--- config.mk ---
export PLATFORM = sky130hd
export DESIGN_NAME = lsu_conv_seq_flat
export DESIGN_NICKNAME = d
export VERILOG_FILES = /design/src/rtl/lsu_pkg.sv /design/src/rtl/lsu_conv_seq_if.sv /design/src/rtl/lsu_rd_addr_gen.sv /design/src/rtl/lsu_conv_seq.sv /design/src/flat_wrapper.sv
export SDC_FILE = /design/constraint.sdc
export NUM_CORES = 1
export LEC_CHECK = 0
export ABC_CLOCK_PERIOD_IN_PS = 3400
export CAP_MARGIN = 5
export CORE_MARGIN = 2
export CORE_UTILIZATION = 40
export CTS_CLUSTER_DIAMETER = 40
export DETAILED_ROUTE_END_ITERATION = 8
export PLACE_DENSITY = 0.62
export SLEW_MARGIN = 20
export SYNTH_ARGS = -nofsm -noshare
export SYNTH_HDL_FRONTEND = slang
export SYNTH_SLANG_ARGS = --single-unit
--- constraint.sdc ---
create_clock -name clk -period 3.4 [get_ports clk]
set_clock_uncertainty 0.2 [all_clocks]
set_input_delay 0.34 -clock clk [delete_from_list [all_inputs] [get_ports clk]]
set_output_delay 0.34 -clock clk [all_outputs]
set_load 0.1 [all_outputs]
--- src/rtl/lsu_pkg.sv ---
// Shared types and defaults for the LSU convolution sequencer.
// State encoding, bus width defaults and the activation/pooling selector encodings.
package lsu_pkg;

  localparam int ADDR_W_DEF = 8;
  localparam int LEN_W_DEF  = 4;
  localparam int RD_LAT_DEF = 2;

  typedef enum logic [2:0] {
    S_IDLE,
    S_CLR,
    S_FEED,
    S_DRAIN,
    S_WAIT,
    S_ACT,
    S_POOL,
    S_DONE
  } state_t;

  typedef enum logic [1:0] {
    ACT_RELU    = 2'd0,
    ACT_SIGMOID = 2'd1,
    ACT_TANH    = 2'd2,
    ACT_GELU    = 2'd3
  } act_type_e;

  typedef enum logic [1:0] {
    POOL_1X1 = 2'd0,
    POOL_2X2 = 2'd1,
    POOL_3X3 = 2'd2,
    POOL_4X4 = 2'd3
  } pool_size_e;

endpackage

--- src/rtl/lsu_conv_seq_if.sv ---
// Command, RAM read and MXU control bundle of the convolution sequencer.
// master = command/MXU side driving the sequencer, slave = the sequencer itself.
interface lsu_conv_seq_if
  import lsu_pkg::*;
#(
  parameter int ADDR_W = ADDR_W_DEF,
  parameter int LEN_W  = LEN_W_DEF
);

  logic              cmd_vld;
  logic              cmd_rdy;
  logic [ADDR_W-1:0] cmd_iram_base;
  logic              cmd_iram_dir;
  logic [LEN_W-1:0]  cmd_iram_rows;
  logic [ADDR_W-1:0] cmd_wram_base;
  logic              cmd_wram_dir;
  logic [LEN_W-1:0]  cmd_wram_rows;
  logic              cmd_act;
  logic [1:0]        cmd_act_type;
  logic              cmd_pool;
  logic [1:0]        cmd_pool_size;

  logic              iram_rd_vld;
  logic [ADDR_W-1:0] iram_rd_addr;
  logic              wram_rd_vld;
  logic [ADDR_W-1:0] wram_rd_addr;

  logic              mxu_clr;
  logic              mxu_feed_vld;
  logic [LEN_W-1:0]  mxu_row_idx;
  logic              mxu_act_vld;
  logic [1:0]        mxu_act_type;
  logic              mxu_pool_vld;
  logic [1:0]        mxu_pool_size;
  logic              mxu_rdy;

  logic              busy;
  logic              done;

  modport master (
    output cmd_vld, cmd_iram_base, cmd_iram_dir, cmd_iram_rows,
           cmd_wram_base, cmd_wram_dir, cmd_wram_rows,
           cmd_act, cmd_act_type, cmd_pool, cmd_pool_size, mxu_rdy,
    input  cmd_rdy, iram_rd_vld, iram_rd_addr, wram_rd_vld, wram_rd_addr,
           mxu_clr, mxu_feed_vld, mxu_row_idx, mxu_act_vld, mxu_act_type,
           mxu_pool_vld, mxu_pool_size, busy, done
  );

  modport slave (
    input  cmd_vld, cmd_iram_base, cmd_iram_dir, cmd_iram_rows,
           cmd_wram_base, cmd_wram_dir, cmd_wram_rows,
           cmd_act, cmd_act_type, cmd_pool, cmd_pool_size, mxu_rdy,
    output cmd_rdy, iram_rd_vld, iram_rd_addr, wram_rd_vld, wram_rd_addr,
           mxu_clr, mxu_feed_vld, mxu_row_idx, mxu_act_vld, mxu_act_type,
           mxu_pool_vld, mxu_pool_size, busy, done
  );

endinterface

--- src/rtl/lsu_rd_addr_gen.sv ---
// Per-RAM row address generator: read enable and base +/- row index, modulo 2^ADDR_W.
// Purely combinational; the address is forced to zero whenever no read is issued.
module lsu_rd_addr_gen #(
  parameter int ADDR_W = 8,
  parameter int LEN_W  = 4
) (
  input  logic              i_en,
  input  logic [ADDR_W-1:0] i_base,
  input  logic              i_dir,
  input  logic [LEN_W-1:0]  i_rows,
  input  logic [LEN_W-1:0]  i_idx,
  output logic              o_rd_vld,
  output logic [ADDR_W-1:0] o_rd_addr
);

  logic [ADDR_W-1:0] w_ofs;

  assign w_ofs     = ADDR_W'(i_idx);
  assign o_rd_vld  = i_en && (i_idx <= i_rows);
  assign o_rd_addr = o_rd_vld ? (i_dir ? i_base + w_ofs : i_base - w_ofs) : '0;

endmodule

--- src/rtl/lsu_conv_seq.sv ---
// Sequences one conv command: MXU clear, row reads from IRAM/WRAM, drain, optional act/pool, done.
// One command at a time; cmd_rdy only in IDLE, so commands arriving while busy stall upstream.
module lsu_conv_seq
  import lsu_pkg::*;
#(
  parameter int ADDR_W = ADDR_W_DEF,
  parameter int LEN_W  = LEN_W_DEF,
  parameter int RD_LAT = RD_LAT_DEF
) (
  input  logic         clk,
  input  logic         rst,
  lsu_conv_seq_if.slave bus
);

  state_t            r_state;
  state_t            w_state_nxt;

  logic [ADDR_W-1:0] r_iram_base;
  logic              r_iram_dir;
  logic [LEN_W-1:0]  r_iram_rows;
  logic [ADDR_W-1:0] r_wram_base;
  logic              r_wram_dir;
  logic [LEN_W-1:0]  r_wram_rows;
  logic              r_act;
  act_type_e         r_act_type;
  logic              r_pool;
  pool_size_e        r_pool_size;

  logic [LEN_W-1:0]  r_cnt;
  logic [2:0]        r_dcnt;
  logic [LEN_W-1:0]  w_last;
  logic              w_beat;

  logic [RD_LAT-1:0] r_dly_vld;
  logic [LEN_W-1:0]  r_dly_idx [RD_LAT];

  assign w_last = (r_iram_rows > r_wram_rows) ? r_iram_rows : r_wram_rows;
  assign w_beat = (r_state == S_FEED);

  always_ff @(posedge clk or posedge rst) begin
    if (rst) r_state <= S_IDLE;
    else     r_state <= w_state_nxt;
  end

  always_comb begin
    w_state_nxt = r_state;
    case (r_state)
      S_IDLE:  if (bus.cmd_vld) w_state_nxt = S_CLR;
      S_CLR:   w_state_nxt = S_FEED;
      S_FEED:  if (r_cnt == w_last) w_state_nxt = S_DRAIN;
      S_DRAIN: if (r_dcnt == 3'(RD_LAT - 1)) w_state_nxt = S_WAIT;
      S_WAIT:  if (bus.mxu_rdy) w_state_nxt = r_act ? S_ACT : (r_pool ? S_POOL : S_DONE);
      S_ACT:   if (bus.mxu_rdy) w_state_nxt = r_pool ? S_POOL : S_DONE;
      S_POOL:  if (bus.mxu_rdy) w_state_nxt = S_DONE;
      S_DONE:  w_state_nxt = S_IDLE;
      default: w_state_nxt = S_IDLE;
    endcase
  end

  always_ff @(posedge clk or posedge rst) begin
    if (rst) begin
      r_iram_base <= '0;
      r_iram_dir  <= 1'b0;
      r_iram_rows <= '0;
      r_wram_base <= '0;
      r_wram_dir  <= 1'b0;
      r_wram_rows <= '0;
      r_act       <= 1'b0;
      r_act_type  <= ACT_RELU;
      r_pool      <= 1'b0;
      r_pool_size <= POOL_1X1;
    end else if (r_state == S_IDLE && bus.cmd_vld) begin
      r_iram_base <= bus.cmd_iram_base;
      r_iram_dir  <= bus.cmd_iram_dir;
      r_iram_rows <= bus.cmd_iram_rows;
      r_wram_base <= bus.cmd_wram_base;
      r_wram_dir  <= bus.cmd_wram_dir;
      r_wram_rows <= bus.cmd_wram_rows;
      r_act       <= bus.cmd_act;
      r_act_type  <= act_type_e'(bus.cmd_act_type);
      r_pool      <= bus.cmd_pool;
      r_pool_size <= pool_size_e'(bus.cmd_pool_size);
    end
  end

  // Row counter only runs in FEED, drain counter only in DRAIN; both idle at zero.
  always_ff @(posedge clk or posedge rst) begin
    if (rst) begin
      r_cnt  <= '0;
      r_dcnt <= '0;
    end else begin
      r_cnt  <= (r_state == S_FEED)  ? r_cnt + 1'b1  : '0;
      r_dcnt <= (r_state == S_DRAIN) ? r_dcnt + 1'b1 : '0;
    end
  end

  always_ff @(posedge clk or posedge rst) begin
    if (rst) begin
      r_dly_vld <= '0;
      for (int k = 0; k < RD_LAT; k++) r_dly_idx[k] <= '0;
    end else begin
      r_dly_vld[0] <= w_beat;
      r_dly_idx[0] <= w_beat ? r_cnt : '0;
      for (int k = 1; k < RD_LAT; k++) begin
        r_dly_vld[k] <= r_dly_vld[k-1];
        r_dly_idx[k] <= r_dly_idx[k-1];
      end
    end
  end

  lsu_rd_addr_gen #(.ADDR_W(ADDR_W), .LEN_W(LEN_W)) u_iram_gen (
    .i_en      (w_beat),
    .i_base    (r_iram_base),
    .i_dir     (r_iram_dir),
    .i_rows    (r_iram_rows),
    .i_idx     (r_cnt),
    .o_rd_vld  (bus.iram_rd_vld),
    .o_rd_addr (bus.iram_rd_addr)
  );

  lsu_rd_addr_gen #(.ADDR_W(ADDR_W), .LEN_W(LEN_W)) u_wram_gen (
    .i_en      (w_beat),
    .i_base    (r_wram_base),
    .i_dir     (r_wram_dir),
    .i_rows    (r_wram_rows),
    .i_idx     (r_cnt),
    .o_rd_vld  (bus.wram_rd_vld),
    .o_rd_addr (bus.wram_rd_addr)
  );

  assign bus.cmd_rdy       = (r_state == S_IDLE);
  assign bus.busy          = (r_state != S_IDLE);
  assign bus.done          = (r_state == S_DONE);
  assign bus.mxu_clr       = (r_state == S_CLR);
  assign bus.mxu_feed_vld  = r_dly_vld[RD_LAT-1];
  assign bus.mxu_row_idx   = r_dly_idx[RD_LAT-1];
  assign bus.mxu_act_vld   = (r_state == S_ACT);
  assign bus.mxu_act_type  = r_act_type;
  assign bus.mxu_pool_vld  = (r_state == S_POOL);
  assign bus.mxu_pool_size = r_pool_size;

endmodule

--- src/flat_wrapper.sv ---
// flat-port wrapper written by rule: the top's interface ports become plain ports
module lsu_conv_seq_flat import lsu_pkg::*;
#(
  parameter int ADDR_W = ADDR_W_DEF,
  parameter int LEN_W  = LEN_W_DEF,
  parameter int RD_LAT = RD_LAT_DEF
)
  (clk, rst, bus_cmd_vld, bus_cmd_iram_base, bus_cmd_iram_dir, bus_cmd_iram_rows, bus_cmd_wram_base, bus_cmd_wram_dir, bus_cmd_wram_rows, bus_cmd_act, bus_cmd_act_type, bus_cmd_pool, bus_cmd_pool_size, bus_mxu_rdy, bus_cmd_rdy, bus_iram_rd_vld, bus_iram_rd_addr, bus_wram_rd_vld, bus_wram_rd_addr, bus_mxu_clr, bus_mxu_feed_vld, bus_mxu_row_idx, bus_mxu_act_vld, bus_mxu_act_type, bus_mxu_pool_vld, bus_mxu_pool_size, bus_busy, bus_done);
  lsu_conv_seq_if #(.ADDR_W(ADDR_W), .LEN_W(LEN_W)) bus_i ();
  input  logic clk;
  input  logic rst;
  input wire logic [$bits(bus_i.cmd_vld)-1:0] bus_cmd_vld;
  input wire logic [$bits(bus_i.cmd_iram_base)-1:0] bus_cmd_iram_base;
  input wire logic [$bits(bus_i.cmd_iram_dir)-1:0] bus_cmd_iram_dir;
  input wire logic [$bits(bus_i.cmd_iram_rows)-1:0] bus_cmd_iram_rows;
  input wire logic [$bits(bus_i.cmd_wram_base)-1:0] bus_cmd_wram_base;
  input wire logic [$bits(bus_i.cmd_wram_dir)-1:0] bus_cmd_wram_dir;
  input wire logic [$bits(bus_i.cmd_wram_rows)-1:0] bus_cmd_wram_rows;
  input wire logic [$bits(bus_i.cmd_act)-1:0] bus_cmd_act;
  input wire logic [$bits(bus_i.cmd_act_type)-1:0] bus_cmd_act_type;
  input wire logic [$bits(bus_i.cmd_pool)-1:0] bus_cmd_pool;
  input wire logic [$bits(bus_i.cmd_pool_size)-1:0] bus_cmd_pool_size;
  input wire logic [$bits(bus_i.mxu_rdy)-1:0] bus_mxu_rdy;
  output wire logic [$bits(bus_i.cmd_rdy)-1:0] bus_cmd_rdy;
  output wire logic [$bits(bus_i.iram_rd_vld)-1:0] bus_iram_rd_vld;
  output wire logic [$bits(bus_i.iram_rd_addr)-1:0] bus_iram_rd_addr;
  output wire logic [$bits(bus_i.wram_rd_vld)-1:0] bus_wram_rd_vld;
  output wire logic [$bits(bus_i.wram_rd_addr)-1:0] bus_wram_rd_addr;
  output wire logic [$bits(bus_i.mxu_clr)-1:0] bus_mxu_clr;
  output wire logic [$bits(bus_i.mxu_feed_vld)-1:0] bus_mxu_feed_vld;
  output wire logic [$bits(bus_i.mxu_row_idx)-1:0] bus_mxu_row_idx;
  output wire logic [$bits(bus_i.mxu_act_vld)-1:0] bus_mxu_act_vld;
  output wire logic [$bits(bus_i.mxu_act_type)-1:0] bus_mxu_act_type;
  output wire logic [$bits(bus_i.mxu_pool_vld)-1:0] bus_mxu_pool_vld;
  output wire logic [$bits(bus_i.mxu_pool_size)-1:0] bus_mxu_pool_size;
  output wire logic [$bits(bus_i.busy)-1:0] bus_busy;
  output wire logic [$bits(bus_i.done)-1:0] bus_done;
  assign bus_i.cmd_vld = bus_cmd_vld;
  assign bus_i.cmd_iram_base = bus_cmd_iram_base;
  assign bus_i.cmd_iram_dir = bus_cmd_iram_dir;
  assign bus_i.cmd_iram_rows = bus_cmd_iram_rows;
  assign bus_i.cmd_wram_base = bus_cmd_wram_base;
  assign bus_i.cmd_wram_dir = bus_cmd_wram_dir;
  assign bus_i.cmd_wram_rows = bus_cmd_wram_rows;
  assign bus_i.cmd_act = bus_cmd_act;
  assign bus_i.cmd_act_type = bus_cmd_act_type;
  assign bus_i.cmd_pool = bus_cmd_pool;
  assign bus_i.cmd_pool_size = bus_cmd_pool_size;
  assign bus_i.mxu_rdy = bus_mxu_rdy;
  assign bus_cmd_rdy = bus_i.cmd_rdy;
  assign bus_iram_rd_vld = bus_i.iram_rd_vld;
  assign bus_iram_rd_addr = bus_i.iram_rd_addr;
  assign bus_wram_rd_vld = bus_i.wram_rd_vld;
  assign bus_wram_rd_addr = bus_i.wram_rd_addr;
  assign bus_mxu_clr = bus_i.mxu_clr;
  assign bus_mxu_feed_vld = bus_i.mxu_feed_vld;
  assign bus_mxu_row_idx = bus_i.mxu_row_idx;
  assign bus_mxu_act_vld = bus_i.mxu_act_vld;
  assign bus_mxu_act_type = bus_i.mxu_act_type;
  assign bus_mxu_pool_vld = bus_i.mxu_pool_vld;
  assign bus_mxu_pool_size = bus_i.mxu_pool_size;
  assign bus_busy = bus_i.busy;
  assign bus_done = bus_i.done;
  lsu_conv_seq #(.ADDR_W(ADDR_W), .LEN_W(LEN_W), .RD_LAT(RD_LAT)) u_core (.clk(clk), .rst(rst), .bus(bus_i));
endmodule
==> results of run 1 <==
## timing repair
action	CTS	global route
pin swaps	3	12
gates resized for setup	3	22
setup buffers	3	4
hold buffers	0	0
endpoints found under the setup margin	7	11
## per-layer routing
layer | global-route usage (%) | wire length (um) | up-vias
li1 | - | - | 1264
met1 | 23.1 | 3500 | 1245
met2 | 29.2 | 3710 | 54
met3 | 3.64 | 351 | 9
met4 | 4.64 | 72 | 0
met5 | 0 | 0 | -
## final timing paths
check,cells after the start,from,slack [ns],end
worst max-delay path,10,u_core.r_cnt[1],0.09,bus_iram_rd_addr[7]
worst min-delay path,0,u_core.r_dly_vld[0],0.16,u_core.r_dly_vld[1]
worst max register to register,5,u_core.r_state[1],1.16,u_core.bus.mxu_act_type[0]
worst min register to register,0,u_core.r_dly_vld[0],0.16,u_core.r_dly_vld[1]
max in group asynchronous,3,rst,2.01,u_core.r_cnt[1]
min in group asynchronous,2,rst,0.20,u_core.r_iram_base[6]
## registers in the layout (all words and copies together), names as in the netlist
| register | cells |
|---|---|
| u_core.r_dcnt | 3 |
| u_core.r_dly_idx | 4 |
| u_core.r_cnt | 4 |
| u_core.r_iram_base | 8 |
| u_core.r_dly_vld | 2 |
| u_core.r_iram_dir | 1 |
| u_core.bus.mxu_row_idx | 4 |
| u_core.r_wram_base | 8 |
| u_core.r_act | 1 |
| u_core.bus.mxu_act_type | 2 |
| u_core.r_wram_rows | 4 |
| u_core.r_wram_dir | 1 |
| u_core.r_pool | 1 |
| u_core.bus.mxu_pool_size | 2 |
| u_core.r_iram_rows | 4 |
| u_core.r_state | 3 |
## metrics by stage
| stage | util, % | std cells | hold WS [ns] | setup WS [ns] | area [sq um] |
|---|---|---|---|---|---|
| floorplan | - | 328 | 0.131 | -0.0418 | 3570 |
| global placement | 54.3 | 485 | 0.134 | 0.312 | 4440 |
| detailed placement | 54.3 | 485 | 0.135 | 0.267 | 4440 |
| CTS | 55.8 | 496 | 0.156 | 0.0167 | 4560 |
| global route | 57.4 | 500 | 0.176 | -0.0202 | 4690 |
| finish | 57.4 | 500 | 0.155 | 0.0924 | 4690 |
## cell type report
| class | count | area [sq um] | area share (%) |
|---|---|---|---|
| Multi-Input combinational cell | 231 | 2120 | 45.3 |
| Clock buffer | 7 | 86.3 | 1.84 |
| Timing Repair Buffer | 82 | 957 | 20.4 |
| Tap cell | 105 | 131 | 2.80 |
| Sequential cell | 52 | 1300 | 27.8 |
| Inverter | 22 | 82.6 | 1.76 |
| Clock inverter | 1 | 7.51 | 0.160 |
## kinds of logic (layout without fill, tap and decap cells)
| logic type | Yosys count | after routing | share of synthesized area, % |
|---|---|---|---|
| AOI/OAI and AO/OA | 56 | 56 | 10.7 |
| xor gates and xnor gates | 20 | 20 | 5.24 |
| adders and majority gates | 33 | 33 | 12.8 |
| buffers and inverters | 45 | 112 | 6.89 |
| DFF | 52 | 52 | 38.9 |
| muxes | 30 | 30 | 10.0 |
| and+or+nand+nor | 92 | 92 | 15.4 |
## cell usage in the layout (no fill, tap or decap), types with 3 or more instances in the layout
cell type / n
a211oi_4: 4
a21oi_1: 7
and2_1: 4
buf_12: 18
buf_4: 18
clkbuf_8: 6
clkdlybuf4s50_1: 45
dfrtp_1: 51
ha_1: 26
ha_4: 4
inv_1: 17
inv_2: 5
mux2_1: 22
mux2_4: 3
nand2_1: 12
nand2b_1: 3
nand3_1: 3
nor2_1: 22
nor2b_1: 9
nor3_1: 6
nor3_4: 6
nor3b_4: 3
nor4_4: 4
o21a_1: 7
o21ai_0: 12
o21ai_1: 5
o21ai_2: 3
xnor2_1: 12
xor2_1: 8
==> flow_summary.ini, run 1 <==
[die]
core_area_sq_um = 8180
placementRows = 33
ioPinCount = 69
fp.dieW_um = 95.4
die_h_um = 95.4
start_util_pct = 40.9
die_area_sq_um = 9100

[yosys]
synth_cell_types = 48
ys.flop_type = dfrtp_1
synth_edf_count = 0
syn_inst = 328
yosys_warnings = 0
syn_avg_cell_area_sq_um = 10.2
synth.most_common_cell = dfrtp_1
yosys.area.top_type = dfrtp_1
synth.area.top_cells = dfrtp_1 (39%), ha_1 (12%), mux2_1 (7.4%)
synthArstFlopShare_pct = 100
synth_common_cells = dfrtp_1 (52), ha_1 (31), nor2_1 (23)
syn_nets = 397
synth_top_cell_area_share_pct = 38.9
syn-cell-area_sq_um = 3340
seq_area_frac_synth_pct = 38.9
ys_ff_latch = 52

[cts]
cts-buffers-inserted = 5
clk_latency_ns = 0.31
htreeDepth = 2
root_buffer = clkbuf_8
cts_num_sinks = 52
clk_pin_slew_worst_paths_ns = 0.09
cts_tree = yes
clk_path_buf_depth = 2

[drt]
ant_nets = 0
vias_per_cell = 5.14
drc = 0
via_count = 2572
routedWlPerCell_um = 15.3
first_pass_iters = 4
wl_um = 7630
drt-initial-drc-count = 56

[timing]
period_needed_ns = 3.31
hold_viol_final = 0
setup_violations = 0
fin_setup_tns_ns = 0
finalCritPeriodShare_pct = 97.3
max_slew_margin_pct = 32.7
fmax_mhz = 302
drv_slew = 0
max_slew.worst_pin.slew_ns = 1.01

[setup_path]
critical_path.top_delay_family = compound AO/OA/AOI/OAI gates
slowest_stage = dfrtp_2
crit_arrival_ns = 2.77
max_stage_delay_ns = 0.45
required_ns = 2.86
path_buf_inv = 2
crit_fanout = 5
worstSetupPathType = reg -> out
start_kind = flip-flop
crit_path_end_kind = primary output
path_cells = inv_2 -> ha_2 -> mux2_4 -> ha_4 -> a211oi_4 -> o21ai_1 -> a31oi_1 -> xnor2_1 -> nor3_4 -> buf_12

[place]
gp_congestion = 0.817
port_buffers = 68
hpwlAfterDp_um = 5430

[global_routing]
grt_use_total_pct = 17.5
grt_antenna_before_repair = 0
grt_max_degree = 42
grt_overflow = 0
grt_pass1_wl_um = 12200
grt_pass1_vias = 2582

[final_layout]
syn_to_final_growth_pct = 40.3
nets = 463
fill_cells = 712
final_layout_size_suffix_gt1_share_pct = 24.1
n_antenna_cell = 0

[hold_path]
hp-class = reg -> reg

[run]
cap_violations = 0

[outcome]
status = finished, final reports clean
Power of run 1 is not shown: default switching activity piles up to over one toggle a cycle in this logic, so the estimate is an artifact.
==> run 2: changes to the inputs <==
--- a/config.mk
+++ b/config.mk
@@ -7,11 +7,12 @@
 export LEC_CHECK = 0
 export ABC_CLOCK_PERIOD_IN_PS = 3400
 export CAP_MARGIN = 5
+export CORE_ASPECT_RATIO = 0.7
 export CORE_MARGIN = 2
-export CORE_UTILIZATION = 40
+export CORE_UTILIZATION = 25
 export CTS_CLUSTER_DIAMETER = 40
 export DETAILED_ROUTE_END_ITERATION = 8
-export PLACE_DENSITY = 0.62
+export PLACE_DENSITY = 0.42
 export SLEW_MARGIN = 20
 export SYNTH_ARGS = -nofsm -noshare
 export SYNTH_HDL_FRONTEND = slang
==> run 2 against run 1 <==
Sequential share of layout area down 1.6 points. Die area up 57%. Via count up 0.58%. Cell area up 6.2%. Setup slack worse by 0.0011 ns. Non-clock buffer count up 4. Sequential cell count unchanged. Count of clock-buffer cells in the layout down 2. Fmax about the same. Largest cell class unchanged.
==> flow_summary.ini, run 2 (synthesized netlist as in run 1, its figures left out) <==
[final_layout]
syn_to_final_growth_pct = 49.1
multi_input_area_sq_um = 2220
finish.utilization_pct = 38.1
final_cell_mix = dfrtp_1 (50), clkdlybuf4s50_1 (45), nor2_1 (23), ha_1 (23), mux2_1 (22)
design_area_sq_um = 4980
final_layout_size_suffix_gt1_share_pct = 27.6
seqCellArea_sq_um = 1300
largestRegisters = u_core.r_iram_base (8), u_core.r_wram_base (8)
fill_cells = 1291
nets = 467
final_common_cell = dfrtp_1
final_cells = 565
n_antenna_cell = 0

[run]
cap_violations = 0

[timing]
setup_violations = 0
drv_slew = 0
max_slew_margin_pct = 35.3
finalCritPeriodShare_pct = 97.3
fmax_mhz = 302
period_needed_ns = 3.31
max_slew.worst_pin.slew_ns = 0.967
hold_viol_final = 0

[drt]
routedWlPerCell_um = 15.5
via_count = 2587
drc = 0
drt-initial-drc-count = 104
vias_per_cell = 4.58
wl_um = 8780
ant_nets = 0
first_pass_iters = 4

[global_routing]
grt_overflow = 0
grt_max_degree = 24
grt_pass1_vias = 2665
grt_use_total_pct = 12.8
grt_pass1_wl_um = 14200
grt_antenna_before_repair = 0

[setup_path]
reg2reg_depth = 5
start_kind = flip-flop
crit_arrival_ns = 2.77
required_ns = 2.86
worstSetupPathType = reg -> out
crit_path_end_kind = primary output
crit_fanout = 5

[cts]
htreeDepth = 2
hold_buffers = 0
cts-buffers-inserted = 5
cts_tree = yes
clk_pin_slew_worst_paths_ns = 0.07
clk_latency_ns = 0.30
cts_num_sinks = 52
clk_path_buf_depth = 2
root_buffer = clkbuf_16

[hold_path]
hold_depth = 0
hp-class = reg -> reg

[die]
die_h_um = 101
core_area_sq_um = 13100
start_util_pct = 25.5
placementRows = 35
ioPinCount = 69
die_area_sq_um = 14300
fp.dieW_um = 142

[place]
placed_cell_area_sq_um = 4560
placedCellCount = 550
port_buffers = 68
hpwlAfterDp_um = 6590
gp_congestion = 0.793

[outcome]
status = finished, final reports clean
run 2: changes by cell type in the layout (fill, tap and decap cells not counted), sizes merged:
cell / previous run / this run
buf: 37 / 41
clkinv: 0 / 1
clkbuf: 7 / 5
bufinv: 0 / 1
run 2: worst paths after layout:
path	start	endpoint	slack, ns
worst max-delay path	u_core.r_cnt[1]	bus_iram_rd_addr[7]	0.09
worst min-delay path	u_core.r_dly_idx[6]	u_core.bus.mxu_row_idx[2]	0.15
worst max register to register	u_core.r_state[1]	u_core.bus.mxu_pool_size[0]	1.09
worst min register to register	u_core.r_dly_idx[6]	u_core.bus.mxu_row_idx[2]	0.15
max in group asynchronous	rst	u_core.r_cnt[1]	2.17
min in group asynchronous	rst	u_core.bus.mxu_act_type[1]	0.19
run 2: per-layer routing:
metal  vias to the layer above  GRT usage [%]  routed length (um)
met4                         0           2.08                  55
li1                       1275              -                   -
met2                        60           17.7                3510
met5                         -              0                   0
met3                         7           3.09                 369
met1                      1245           20.0                4850
run 2: area by class of cell:
class | instances | area share (%)
sequential | 52 | 26.2
clock inverter | 3 | 0.854
tap | 166 | 4.17
clock buffer | 5 | 2.51
multi-input combinational | 231 | 44.5
timing repair buffer | 86 | 20.1
inverter | 22 | 1.71
run 2: through the flow:
stage,hold WS [ns],worst slack (ns),TNS [ns]
final,0.152,0.0914,0
after global routing,0.168,-0.0230,-0.0698
after CTS,0.157,0.00191,0
after detailed placement,0.140,0.159,0
after global placement,0.136,0.217,0
after floorplan,0.131,-0.0418,-0.0418
run 2: timing repair:
| item | CTS | global route |
|---|---|---|
| pin swaps | 5 | 21 |
| endpoints found under the setup margin | 7 | 8 |
| buffers inserted | 4 | 4 |
| resized for setup | 11 | 30 |
run 2: worst max-delay path: stages, from the launching register on:
cell,delay (ns)
dfrtp_2,0.46
inv_2,0.09
ha_4,0.20
mux2_2,0.29
ha_4,0.23
a211oi_4,0.31
o21ai_2,0.12
a31oi_4,0.19
xnor2_2,0.09
nor3_4,0.26
buf_12,0.21
Power of run 2 is left out for the same reason.
